--- config.mk ---
export PLATFORM = sky130hd
export DESIGN_NAME = uart_rx_to_axis
export DESIGN_NICKNAME = d
export VERILOG_FILES = /design/src/rtl/uart_rx_to_axis.sv
export SDC_FILE = /design/constraint.sdc
export NUM_CORES = 1
export LEC_CHECK = 0
export CAP_MARGIN = 15
export CORE_MARGIN = 2
export CORE_UTILIZATION = 45
export DETAILED_ROUTE_END_ITERATION = 6
export PLACE_DENSITY = 0.71
export SLEW_MARGIN = 20
export SYNTH_ARGS = -nofsm -noshare
export SYNTH_HDL_FRONTEND = slang
export SYNTH_SLANG_ARGS = --single-unit
--- constraint.sdc ---
create_clock -name aclk -period 2.55 [get_ports aclk]
set_input_delay 0.51 -clock aclk [delete_from_list [all_inputs] [get_ports aclk]]
set_output_delay 0.51 -clock aclk [all_outputs]
set_load 0.03 [all_outputs]
--- src/rtl/uart_rx_to_axis.sv ---
// rtl/uart_rx_to_axis.sv - UART receiver delivering each word as one AXI-Stream beat (option: UART_RX_MAJORITY_EN)
module uart_rx_to_axis #(
  parameter int CLK_FREQ      = 100,
  parameter int BIT_RATE      = 115200,
  parameter int BIT_PER_WORD  = 8,
  parameter int PARITY_BIT    = 0,
  parameter int STOP_BITS_NUM = 1
) (
  input  logic                    aclk,
  input  logic                    aresetn,
  input  logic                    rx,
  output logic [BIT_PER_WORD-1:0] m_axis_tdata,
  output logic                    m_axis_tvalid,
  input  logic                    m_axis_tready,
  output logic                    parity_err,
  output logic                    frame_err,
  output logic                    overrun_err
);

  localparam int CPP  = CLK_FREQ * 1_000_000 / BIT_RATE;
  localparam int HALF = CPP / 2;
  localparam int CW   = 16;
`ifdef UART_RX_MAJORITY_EN
  localparam int ADV  = 1;
`else
  localparam int ADV  = 0;
`endif

  typedef enum logic [2:0] {IDLE, START, DATA, PARITY, STOP1, STOP2} state_t;

  state_t                  state_q, state_d;
  logic                    rx_meta, rxs, rxs_prev;
  logic [2:0]              warm;
  logic [CW-1:0]           cnt_q, cnt_d, centre;
  logic [3:0]              bit_q, bit_d;
  logic [BIT_PER_WORD-1:0] shift_q, shift_d;
  logic                    perr_q, perr_d;
  logic                    deliver_q, deliver_d, ferr_d;
  logic                    at_adv, samp_bit;

  // warm fills after reset so the reset-forced 1s in the synchroniser never fake a falling edge
  always_ff @(posedge aclk or negedge aresetn) begin
    if (!aresetn) begin
      rx_meta  <= 1'b1;
      rxs      <= 1'b1;
      rxs_prev <= 1'b1;
      warm     <= 3'b000;
    end else begin
      rx_meta  <= rx;
      rxs      <= rx_meta;
      rxs_prev <= rxs;
      warm     <= {warm[1:0], 1'b1};
    end
  end

  assign centre = (state_q == START) ? CW'(HALF - 1) : CW'(CPP - 1);
  assign at_adv = (cnt_q == centre + CW'(ADV));

`ifdef UART_RX_MAJORITY_EN
  logic s_m1, s_c;
  always_ff @(posedge aclk or negedge aresetn) begin
    if (!aresetn) begin
      s_m1 <= 1'b1;
      s_c  <= 1'b1;
    end else begin
      if (cnt_q == centre - CW'(1)) s_m1 <= rxs;
      if (cnt_q == centre)          s_c  <= rxs;
    end
  end
  assign samp_bit = (s_m1 & s_c) | (s_m1 & rxs) | (s_c & rxs);
`else
  assign samp_bit = rxs;
`endif

  always_comb begin
    state_d   = state_q;
    cnt_d     = cnt_q + CW'(1);
    bit_d     = bit_q;
    shift_d   = shift_q;
    perr_d    = perr_q;
    deliver_d = 1'b0;
    ferr_d    = 1'b0;
    case (state_q)
      IDLE: begin
        cnt_d = '0;
        bit_d = '0;
        if (warm[2] && rxs_prev && !rxs) begin
          state_d = START;
          perr_d  = 1'b0;
        end
      end
      START: if (at_adv) begin
        // after an advance the counter is ADV cycles past centre, keeping later centres drift-free
        cnt_d   = CW'(ADV);
        state_d = samp_bit ? IDLE : DATA;
      end
      DATA: if (at_adv) begin
        cnt_d   = CW'(ADV);
        shift_d = {samp_bit, shift_q[BIT_PER_WORD-1:1]};
        bit_d   = bit_q + 4'd1;
        if (bit_q == 4'(BIT_PER_WORD - 1)) state_d = (PARITY_BIT != 0) ? PARITY : STOP1;
      end
      PARITY: if (at_adv) begin
        cnt_d   = CW'(ADV);
        perr_d  = (^shift_q) ^ samp_bit ^ (PARITY_BIT == 1);
        state_d = STOP1;
      end
      STOP1: if (at_adv) begin
        cnt_d = CW'(ADV);
        if (!samp_bit) begin
          ferr_d  = 1'b1;
          state_d = IDLE;
        end else if (STOP_BITS_NUM == 2) begin
          state_d = STOP2;
        end else begin
          deliver_d = 1'b1;
          state_d   = IDLE;
        end
      end
      STOP2: if (at_adv) begin
        cnt_d     = CW'(ADV);
        ferr_d    = !samp_bit;
        deliver_d = samp_bit;
        state_d   = IDLE;
      end
      default: state_d = IDLE;
    endcase
  end

  always_ff @(posedge aclk or negedge aresetn) begin
    if (!aresetn) begin
      state_q   <= IDLE;
      cnt_q     <= '0;
      bit_q     <= '0;
      shift_q   <= '0;
      perr_q    <= 1'b0;
      deliver_q <= 1'b0;
      frame_err <= 1'b0;
    end else begin
      state_q   <= state_d;
      cnt_q     <= cnt_d;
      bit_q     <= bit_d;
      shift_q   <= shift_d;
      perr_q    <= perr_d;
      deliver_q <= deliver_d;
      frame_err <= ferr_d;
    end
  end

  // one-entry output register; a completed word is dropped only if the held beat is not leaving
  always_ff @(posedge aclk or negedge aresetn) begin
    if (!aresetn) begin
      m_axis_tdata  <= '0;
      m_axis_tvalid <= 1'b0;
      parity_err    <= 1'b0;
      overrun_err   <= 1'b0;
    end else begin
      parity_err  <= 1'b0;
      overrun_err <= 1'b0;
      if (m_axis_tvalid && m_axis_tready) m_axis_tvalid <= 1'b0;
      if (deliver_q) begin
        if (!m_axis_tvalid || m_axis_tready) begin
          m_axis_tdata  <= shift_q;
          m_axis_tvalid <= 1'b1;
          parity_err    <= perr_q;
        end else begin
          overrun_err <= 1'b1;
        end
      end
    end
  end

endmodule

# Word-level counts from Yosys, hierarchy flattened
# Index checks and enable logic that the tools add are counted.
[word_totals] reg_bits=51 inputBits=4 out_inout_bits=12 elab_cells=79
[classes] add_sub_neg=2 eq_ne=13 n_mux=31 bitwise=1 reduce_logical=17
[op_table] cell="one-hot mux 16 bit (2 select lines)" n=1
[op_table] cell="2-to-1 mux 3 bit" n=6
[op_table] cell="adder 16 x 1 -> 16 bit, second input constant" n=1
[op_table] cell="equality test 16 x 10 -> 1 bit" n=1
[op_table] cell="2-to-1 mux 16 bit" n=1
[op_table] cell="2-to-1 mux 1 bit" n=15
[op_table] cell="one-hot mux 3 bit (5 select lines)" n=1
[op_table] cell="2-to-1 mux 10 bit" n=1
[op_table] cell="!= test 2 bit, second input constant" n=5
[op_table] cell="one-hot mux 4 bit (2 select lines)" n=1
[op_table] cell="XOR reduction 8 bit" n=1
[op_table] cell="equality test 3 x 2 -> 1 bit, second input constant" n=2
[op_table] cell="equality test 3 bit, second input constant" n=2
[op_table] cell="one-hot mux 1 bit (2 select lines)" n=3
[op_table] cell="AND reduction 2 bit" n=3
[op_table] cell="AND reduction 6 bit" n=1
[op_table] cell="OR reduction 5 bit" n=1
[op_table] cell="adder 4 x 1 -> 4 bit, second input constant" n=1
[op_table] cell="equality test 4 x 3 -> 1 bit, second input constant" n=1
[op_table] cell="2-to-1 mux 4 bit" n=1
[op_table] cell="nonzero test 2 bit" n=2
[op_table] cell="equality test 3 x 1 -> 1 bit, second input constant" n=1
[op_table] cell="logical AND 1 bit" n=3
[op_table] cell="zero test 3 bit" n=1
[op_table] cell="other kinds (7)" n=8

# Longest topological paths before layout
# Gate-level depths: netlist of the first run.
[depth] word_depth=5 depth_mapped=7

# Worst setup path after synthesis of the first run
# No wires, ideal clock.
[synth_timing] path_kind="reg2reg" startpoint="register cnt_q[10]" endpoint="register bit_q[3]" setup_ps=125 t_arrival_ps=1747 t_required_ps=2425 setup_slack_ps=678 stages_incl_launch_ff=6 path_cell_list="dfrtp_1 > nor4b_2 > nand3_1 > nor4_4 > nand4_2 > mux2_4"
[synth_between] elab_chain_len=3
[synth_lines] item="start: declaration" line="34" rtl="logic [CW-1:0] cnt_q, cnt_d, centre;"
[synth_lines] item="start signal: assignment" line="141" rtl="cnt_q <= cnt_d;"
[synth_lines] item="equality test 16 x 10 -> 1 bit" line="57" rtl="assign at_adv = (cnt_q == centre + CW'(ADV));"
[synth_lines] item="!= test 2 bit (no line)"
[synth_lines] item="AND reduction 2 bit (no line)"
[synth_lines] item="end signal: assignment" line="142" rtl="bit_q <= bit_d;"
[synth_lines] item="end: declaration" line="35" rtl="logic [3:0] bit_q, bit_d;"
# No other way between the ends.
# A chain may end at the register's enable or synchronous reset.

# Final worst setup path of the first run
# Same ends and word-level chain as after synthesis.

==> flow_summary.toml, run 1 <==
[status]
outcome = "finished clean"

[drt]
ant_nets = 0
avgViaCountPerCell = 5.05
drt_wl_total_mm = 3.73
drc = 0
dr.first_iter.drc_count = 76
first_pass_iters = 4
via_count = 1424
routedWlPerCell_microns = 13.2

[synth]
syn_area_per_cell_sq_um = 11.7
synth_top_area_share_pct = 52.7
synth-seq-area-share_pct = 56.2
yosys.area.top_type = "dfrtp_1"
syn_area_sq_um = 2280
synth_nets = 200
synth_ff_type = "dfrtp_1"
synth_common_cells = "dfrtp_1 (48), nor2_1 (25), mux2_2 (16)"
yosysWarnings = 0
yosys.cell_count.top_type = "dfrtp_1"
netlist_top_cells_area = "dfrtp_1 (53%), mux2_2 (7.9%), xnor2_1 (5.0%), nor2_1 (4.1%), dfstp_2 (3.5%)"
ys_types = 42
async_flop_share_pct = 100
synth_edf_count = 0
synth-seq-cells = 51
synth_cells = 194

[placed_design]
gp_congestion = 0.751
place_area_sq_um = 2490
io_buffer_count = 15
hpwl_mm = 2.63

[timing]
tightest_slew_ns = 0.628
report.final.hold_viol_count = 0
slew_viol_final = 0
setup_viol = 0
worst_slew_margin_rel_pct = 57.8
rsz0062_at_grt = "no"
layout_min_cycle_time_ns = 2.10
whs_ns = 0.118
final_min_period_over_clock_period_pct = 82.5
setup_tns_ns = 0
fmax_mhz = 475
skew_ns = 0.00475

[setup_path]
crit_type = "flip-flop to flip-flop"
reg2reg_depth = 5
cp-end-kind = "flip-flop"
path_max_fanout = 9
required_ns = 2.74
critPathLaunchType = "flip-flop"
cp.arrival_ns = 2.30

[power]
p_leak_uw = 0.00117
total_power_uw = 1620
p_per_area_nw_per_um2 = 622
vdd_ir_drop_max_uv = 286

[floorplanning]
std_cell_rows = 25
die_h_microns = 75.2
core_area_sq_um = 4820
design.die.area_sq_um = 5650
ios = 16
die_width_microns = 75.2
start_util_pct = 47.3

[global_routing]
grt_max_degree = 19
grt_pass1_wl_mm = 6.64
antenna_found_initial = 0
track_usage_pct = 15.8
grt_pass1_vias = 1405
grt_overflow = 0

[cells_and_area]
layout.nets = 220
syn_to_final_growth_pct = 14.5
num_antenna_cells = 0
design_area_sq_um = 2610
drive_gt1_share_pct = 17.7
fillers = 428
utilization_pct = 54.2

[clock_network]
cts_max_level = 2
cts_setup_buffers = 0
cts_buffer_depth = 2
cts-root-buf = "clkbuf_8"
clk_pin_slew_ns = 0.09
cts_inserted_buffers = 5
cts_tree = "yes"
clock-sinks = 51
cts_resized = 0
cts_hold_buf = 0
clock_latency_ns = 0.30

[flow_run]
drv_cap = 0

[worst_hold_path]
hold_path_class = "primary input to asynchronous set/reset pin"
-- registers in the layout (all words and copies together), names as in the netlist --
| signal | count |
|---|---|
| bit_q | 4 |
| cnt_q | 16 |
| deliver_q | 1 |
| frame_err | 1 |
| m_axis_tdata | 8 |
| m_axis_tvalid | 1 |
| overrun_err | 1 |
| parity_err | 1 |
| perr_q | 1 |
| rx_meta | 1 |
| rxs | 1 |
| rxs_prev | 1 |
| shift_q | 8 |
| state_q | 3 |
| warm | 3 |
-- final cells by class --
cell class | count | area (sq um) | area share [%]
Clock buffer | 6 | 82.6 | 3.17
Clock inverter | 2 | 35.0 | 1.34
Inverter | 5 | 18.8 | 0.719
Multi-Input combinational cell | 134 | 948 | 36.4
Sequential cell | 51 | 1280 | 49.1
Tap cell | 67 | 83.8 | 3.21
Timing Repair Buffer | 17 | 160 | 6.14
-- path summary, 6_finish.rpt --
kind / from / end / slack, ns
worst max-delay path: cnt_q[10] / bit_q[3] / 0.45
worst min-delay path: aresetn / overrun_err / 0.12
worst max register to register: cnt_q[10] / bit_q[3] / 0.45
worst min register to register: warm[0] / warm[1] / 0.35
max in group asynchronous: aresetn / rx_meta / 1.80
min in group aclk: warm[0] / warm[1] / 0.35
-- metal layers --
metal | global-route usage [%] | vias up | wire (microns)
met5 | 0 | - | 0
met1 | 22.2 | 688 | 1900
met3 | 4.02 | 4 | 93
li1 | - | 708 | -
met4 | 6.04 | 0 | 53
met2 | 23.7 | 24 | 1680
-- cell families (layout without fill, tap and decap cells) --
kind of cell,count (synthesis),after routing,synth area share (%)
other cells,1,1,0.165
xor+xnor,22,22,8.46
fa+ha+maj,2,2,1.10
simple gates,78,78,18.9
flops,51,51,56.2
compound gates,14,14,4.39
buf+inv,9,30,2.20
mux,17,17,8.57
-- worst max-delay path, cell delays in order (launching register included) --
cell,delay [ns]
dfrtp_1,0.44
nor4b_2,0.28
nand3_1,0.25
nor4_4,0.54
nand4_2,0.18
mux2_4,0.32
-- metrics by stage --
stage          cells  setup slack [ns]
5_1_grt          282             0.264
2_1_floorplan    194             0.678
4_1_cts          282             0.440
6_report         282             0.446
3_3_place_gp     274             0.509
3_5_place_dp     274             0.447
-- power by group --
group	switching [uW]	leakage, uW	internal [uW]
combinational	82.9	0.000422	62.6
sequential	54.2	0.000686	852
clock	255	0.0000612	318
total	392	0.00117	1230
-- cell usage in the layout, fill, tap and decap left out, types with 2 or more instances in the layout --
master / instances
buf_4: 2
or3_1: 2
dfstp_2: 3
and4_1: 2
nor2b_1: 2
clkdlybuf4s50_1: 14
ha_1: 2
nand2_1: 15
nand4_1: 2
xnor2_1: 13
nand2b_1: 2
dfrtp_1: 48
nand3_1: 10
xor2_1: 9
o211ai_1: 5
nor3_1: 5
inv_1: 5
mux2_2: 16
clkbuf_8: 6
nor2_1: 25
and3_1: 3
Note: power is estimated with default switching activity, not from simulation.
==> inputs of run 2 (changes only) <==
--- a/config.mk
+++ b/config.mk
@@ -9,7 +9,7 @@
 export CORE_MARGIN = 2
 export CORE_UTILIZATION = 45
 export DETAILED_ROUTE_END_ITERATION = 6
-export PLACE_DENSITY = 0.71
+export PLACE_DENSITY = 0.73
 export SLEW_MARGIN = 20
 export SYNTH_ARGS = -nofsm -noshare
 export SYNTH_HDL_FRONTEND = slang
==> constraint.sdc (replaced) <==
create_clock -name aclk -period 1.8 [get_ports aclk]
set_input_delay 0.36 -clock aclk [delete_from_list [all_inputs] [get_ports aclk]]
set_output_delay 0.36 -clock aclk [all_outputs]
set_load 0.03 [all_outputs]
==> run 2 against run 1 <==
  * The flow now finishes with violations (negative setup slack)
  * Critical path depth unchanged
  * Sequential power rose by 38%
  * Core utilization increased by 5.8 points
  * Fmax is 16% higher
  * Die area did not move
  * Via count increased by 8.6%
  * Global-route usage increased by 0.65 points
  * Non-clock buffer count increased by 25
  * Register-to-register slack worse by 0.46 ns
  * First-iteration DRC count down 20%
  * Clock skew is 0.0047 ns higher
  * Largest cell class unchanged
  * Highest routed layer unchanged
==> flow_summary.toml, run 2 (synthesis results as in run 1) <==
[placed_design]
hpwl_mm = 2.96
gp_congestion = 0.888
io_buffer_count = 15
place_area_sq_um = 2690

[power]
p_leak_uw = 0.00130
total_power_uw = 2240
vdd_ir_drop_max_uv = 600
p_per_area_nw_per_um2 = 774

[clock_network]
clock-sinks = 51
clk_pin_slew_ns = 0.09
cts_inserted_buffers = 5
clock_latency_ns = 0.30
cts_buffer_depth = 2
cts_tree = "yes"
cts-root-buf = "clkbuf_8"
cts_max_level = 2

[cells_and_area]
drive_gt1_share_pct = 29.0
syn_to_final_growth_pct = 26.9
design_area_sq_um = 2890
final_common_cell = "dfrtp_1"
num_antenna_cells = 0
largest_register_ffs = 16
layout.nets = 246
final_cell_mix = "dfrtp_1 (48), nor2_1 (23), buf_4 (22)"
largest_register = "cnt_q"
top_regs = "cnt_q: 16 flops, m_axis_tdata: 8 flops, shift_q: 8 flops"

[drt]
drc = 0
via_count = 1547
avgViaCountPerCell = 5.02
ant_nets = 0
drt_wl_total_mm = 4.20
first_pass_iters = 4
dr.first_iter.drc_count = 61
routedWlPerCell_microns = 13.6

[setup_path]
path_max_fanout = 6
r2r_end = "perr_q"
reg2reg_depth = 5
critPathLaunchType = "flip-flop"
r2r_start = "state_q[1]"
cp.arrival_ns = 2.01
required_ns = 1.99
crit_type = "flip-flop to flip-flop"
r2r_slack_ns = -0.02
cp-end-kind = "flip-flop"

[global_routing]
grt_overflow = 0
grt_pass1_vias = 1539
grt_max_degree = 25
track_usage_pct = 16.4
antenna_found_initial = 0
grt_pass1_wl_mm = 6.96

[flow_run]
drv_cap = 0

[timing]
whs_ns = 0.358
rsz0062_at_grt = "yes"
final_min_period_over_clock_period_pct = 101
report.final.hold_viol_count = 0
skew_ns = 0.00948
worst_slack_ns = -0.0184
slew_viol_final = 0
setup_viol = 3
fmax_mhz = 550
layout_min_cycle_time_ns = 1.82

[worst_hold_path]
hp-start = "warm[0]"
min_to = "warm[1]"
hold_path_class = "flip-flop to flip-flop"
holdPathStages = 0

[status]
outcome = "complete, but fails checks"
violations = "negative setup slack"

[floorplanning]
core_area_sq_um = 4820
std_cell_rows = 25
start_util_pct = 47.3
ios = 16
die_width_microns = 75.2
die_h_microns = 75.2
design.die.area_sq_um = 5650
## run 2: metal layers
metal  track usage (%)  vias up  part of all wire [%]
li1                  -      759                     -
met1              23.5      767                    49
met2              25.1       17                    48
met3              4.02        4                   2.3
met4              4.68        0                  0.69
met5                 0        -                     0
## run 2: how the worst max path moves through the flow
| stage | depth (start not counted) | slack [ns] | startpoint | to |
|---|---|---|---|---|
| 2_1_floorplan | 5 | -0.07 | cnt_q[10] | bit_q[3] |
| 3_3_place_gp | 5 | -0.006 | state_q[1] | deliver_q |
| 3_5_place_dp | 5 | -0.04 | state_q[1] | perr_q |
| 4_1_cts | 6 | 0.005 | state_q[1] | cnt_q[3] |
| 5_1_grt | 6 | -0.07 | state_q[0] | shift_q[4] |
| 6_report | 5 | -0.02 | state_q[1] | perr_q |
## run 2: layout make-up
| type | count | area [sq um] |
|---|---|---|
| multi-input cells | 135 | 1040 |
| clock inverters | 2 | 12.5 |
| inverters | 5 | 18.8 |
| repair buffers | 42 | 383 |
| flip-flops and latches | 51 | 1280 |
| fillers | 400 | 1930 |
| clock buffers | 6 | 72.6 |
| well taps | 67 | 83.8 |
## run 2: report_power, final
part / total [uW] / switching [uW] / internal, uW
registers: 1250 / 42.5 / 1210
logic: 354 / 183 / 171
clock network: 634 / 362 / 272
total: 2240 / 588 / 1650
## run 2: what timing repair did
action,CTS,global route
setup buffers,0,1
hold buffers,1,0
endpoints found under the hold margin,10,0
pin swaps,1,6
setup endpoints to repair,6,31
cloned,0,1
resized for setup,3,18
## run 2: worst max-delay path: stages, from the launching register on
cell and delay, ns:
dfrtp_1 0.40, or3b_4 0.41, or3_4 0.38, a21o_4 0.24, o211ai_1 0.17, o41ai_1 0.10
## run 2: per-stage QoR
stage | utilization (%) | setup TNS, ns | setup WS [ns] | std cells
6_report | 60.0 | -0.0335 | -0.0184 | 308
5_1_grt | 60.0 | -1.09 | -0.0654 | 308
4_1_cts | 58.0 | 0 | 0.00475 | 306
3_5_place_dp | 55.8 | -0.113 | -0.0402 | 297
3_3_place_gp | 55.8 | -0.00598 | -0.00598 | 297
2_1_floorplan | - | -0.483 | -0.0717 | 194
==> inputs of run 3 (changes only) <==
--- a/config.mk
+++ b/config.mk
@@ -5,11 +5,14 @@
 export SDC_FILE = /design/constraint.sdc
 export NUM_CORES = 1
 export LEC_CHECK = 0
+export ABC_AREA = 1
 export CAP_MARGIN = 15
 export CORE_MARGIN = 2
 export CORE_UTILIZATION = 45
 export DETAILED_ROUTE_END_ITERATION = 6
 export PLACE_DENSITY = 0.73
+export REMOVE_ABC_BUFFERS = 1
+export SKIP_LAST_GASP = 1
 export SLEW_MARGIN = 20
 export SYNTH_ARGS = -nofsm -noshare
 export SYNTH_HDL_FRONTEND = slang
==> run 3 against run 2 <==
  * The run now ends clean
  * Non-clock buffer count shrank 15
  * Via count rose by 30%
  * Core utilization is 5.2 points lower
  * Register-to-register slack improved by 0.14 ns
  * Wire length rose by 14%
  * Design area rose by 3.7%
  * Count of clock-buffer cells in the layout decreased by 1
  * Clock power is 49% higher
  * Flip-flop and latch count unchanged
  * Setup slack improved by 0.11 ns
  * Critical path depth decreased by 4
  * Sequential share of layout area shrank 1.5 points
  * Critical path type is now flip-flop to primary output
==> flow_summary.toml, run 3 <==
[drt]
routedWlPerCell_microns = 11.5
drc = 0
avgViaCountPerCell = 4.86
via_count = 2010
ant_nets = 0
drt_wl_total_mm = 4.77
dr.first_iter.drc_count = 87
first_pass_iters = 4

[setup_path]
critical_path.top_delay_family = "buffers and inverters"
path_max_fanout = 2
required_ns = 1.44
crit_type = "flip-flop to primary output"
crit_path_cell_trace = "clkdlybuf4s50_1"
crit_slowest_cell = "clkdlybuf4s50_1"
cp.arrival_ns = 1.35
slowest_delay_ns = 0.67
path_buf_inv = 1
critPathLaunchType = "flip-flop"
cp-end-kind = "primary output"

[synth]
netlist_top_cells_area = "dfrtp_1 (47%), nand2_1 (12%), nor2_1 (6.2%), inv_1 (5.6%), xor2_1 (3.5%)"
yosys.cell_count.top_type = "nand2_1"
syn_area_per_cell_sq_um = 8.15
synth_top_family_by_area = "simple AND/OR/NAND/NOR gates"
synth-seq-area-share_pct = 50.5
yosysWarnings = 0
synth-simple-area-share_pct = 29.8
synth_fa_ha_area_share_pct = 0.988
ys_types = 33
yosys.area.top_type = "dfrtp_1"
synth_compound_area_share_pct = 6.67
synth_common_cells = "nand2_1 (84), dfrtp_1 (48), nor2_1 (42)"
synth-seq-cells = 51
synth_ff_type = "dfrtp_1"
synth_edf_count = 0
synth_top_area_share_pct = 47.4
synth_cells = 311
syn_area_sq_um = 2530
synth-xor-area-share_pct = 3.80
muxShareOfSynthArea_pct = 0.444
async_flop_share_pct = 100

[power]
vdd_ir_drop_max_uv = 510
p_leak_uw = 0.00142
p_per_area_nw_per_um2 = 907

[timing]
final_min_period_over_clock_period_pct = 95.2
layout_min_cycle_time_ns = 1.71
setup_tns_ns = 0
slew_viol_final = 0
report.final.hold_viol_count = 0
rsz0062_at_grt = "yes"
skew_ns = 0.0111
fmax_mhz = 584
setup_viol = 0

[placed_design]
gp_congestion = 0.809
hpwl_mm = 3.30
place_area_sq_um = 2800
io_buffer_count = 15

[worst_hold_path]
hold_path_class = "primary input to asynchronous set/reset pin"

[clock_network]
cts_max_level = 2
cts_tree = "yes"
cts_inserted_buffers = 5
clk_pin_slew_ns = 0.10
cts-root-buf = "clkbuf_8"
cts_buffer_depth = 2
clock-sinks = 51
clock_latency_ns = 0.31

[global_routing]
grt_pass1_wl_mm = 8.33
grt_max_degree = 52
antenna_found_initial = 0
grt_pass1_vias = 1915
track_usage_pct = 16.8
grt_overflow = 0

[cells_and_area]
syn_to_final_growth_pct = 18.3
largest_register = "cnt_q"
design_area_sq_um = 3000
final_cell_mix = "nand2_1 (83), dfrtp_1 (47), nor2_1 (39)"
num_antenna_cells = 0
largest_register_ffs = 16
top_regs = "cnt_q: 16 flops, m_axis_tdata: 8 flops, shift_q: 8 flops"
layout.nets = 347
final_common_cell = "nand2_1"
drive_gt1_share_pct = 15.2

[floorplanning]
ios = 16
start_util_pct = 46.3
design.die.area_sq_um = 6250
die_h_microns = 79.0
die_width_microns = 79.0
core_area_sq_um = 5470
std_cell_rows = 27

[status]
outcome = "finished clean"

[flow_run]
drv_cap = 0
==> run 3: logic make-up (layout without fill, tap and decap cells) <==
logic type,count (synthesis),in the layout
buffers and inverters,46,76
flip-flops,51,51
adder cells (fa/ha/maj),2,2
XOR/XNOR,11,11
multiplexers,1,1
AND/OR/NAND/NOR,170,171
AO/OA/AOI/OAI,29,29
other,1,1
==> run 3: timing repair <==
item                                    4_1_cts  5_1_grt
hold buffers                                  0        0
endpoints found under the setup margin        0       20
buffers inserted                              0        4
resized for setup                             0        7
==> run 3: through the flow <==
stage               cells  setup WS (ns)  total power, uW  utilization (%)  hold WS (ns)
finish                414         0.0871             2720             54.8        0.0174
CTS                   409         0.0655             2730             53.7        0.0342
floorplan             306          0.276             1600                -        0.0644
detailed placement    401         0.0995             1780             51.2         0.336
global route          414        -0.0189             2870             54.8        0.0231
global placement      401          0.146             1760             51.2         0.332
==> run 3: area by class of cell <==
type | instances | area [sq um]
Clock buffer | 5 | 68.8
Sequential cell | 51 | 1280
Inverter | 41 | 154
Multi-Input combinational cell | 215 | 1090
Fill cell | 521 | 2480
Timing Repair Buffer | 27 | 248
Tap cell | 72 | 90.1
Clock inverter | 3 | 67.6
==> run 3: power by group <==
part | switching [uW] | total [uW] | leakage [uW] | internal (uW)
clock network | 393 | 947 | 0.0000644 | 554
registers | 63.7 | 1260 | 0.000690 | 1200
logic | 340 | 511 | 0.000662 | 170
==> run 3: layer usage <==
metal  up-vias  share of wire [%]  GRT usage [%]
met4         0                1.7           6.03
met2        23                 46           26.9
li1       1039                  -              -
met5         -                  0              0
met3         7                2.6           3.75
met1       941                 49           22.7
==> run 3: final timing paths <==
check / depth (start not counted) / slack (ns) / startpoint / to
max: 1 / 0.09 / m_axis_tdata[4] / m_axis_tdata[4]
min: 2 / 0.02 / aresetn / cnt_q[7]
min reg2reg: 0 / 0.35 / warm[1] / warm[2]
max reg2reg: 10 / 0.12 / cnt_q[7] / shift_q[1]
max in group asynchronous: 2 / 1.50 / aresetn / rxs_prev
min in group aclk: 0 / 0.35 / warm[1] / warm[2]
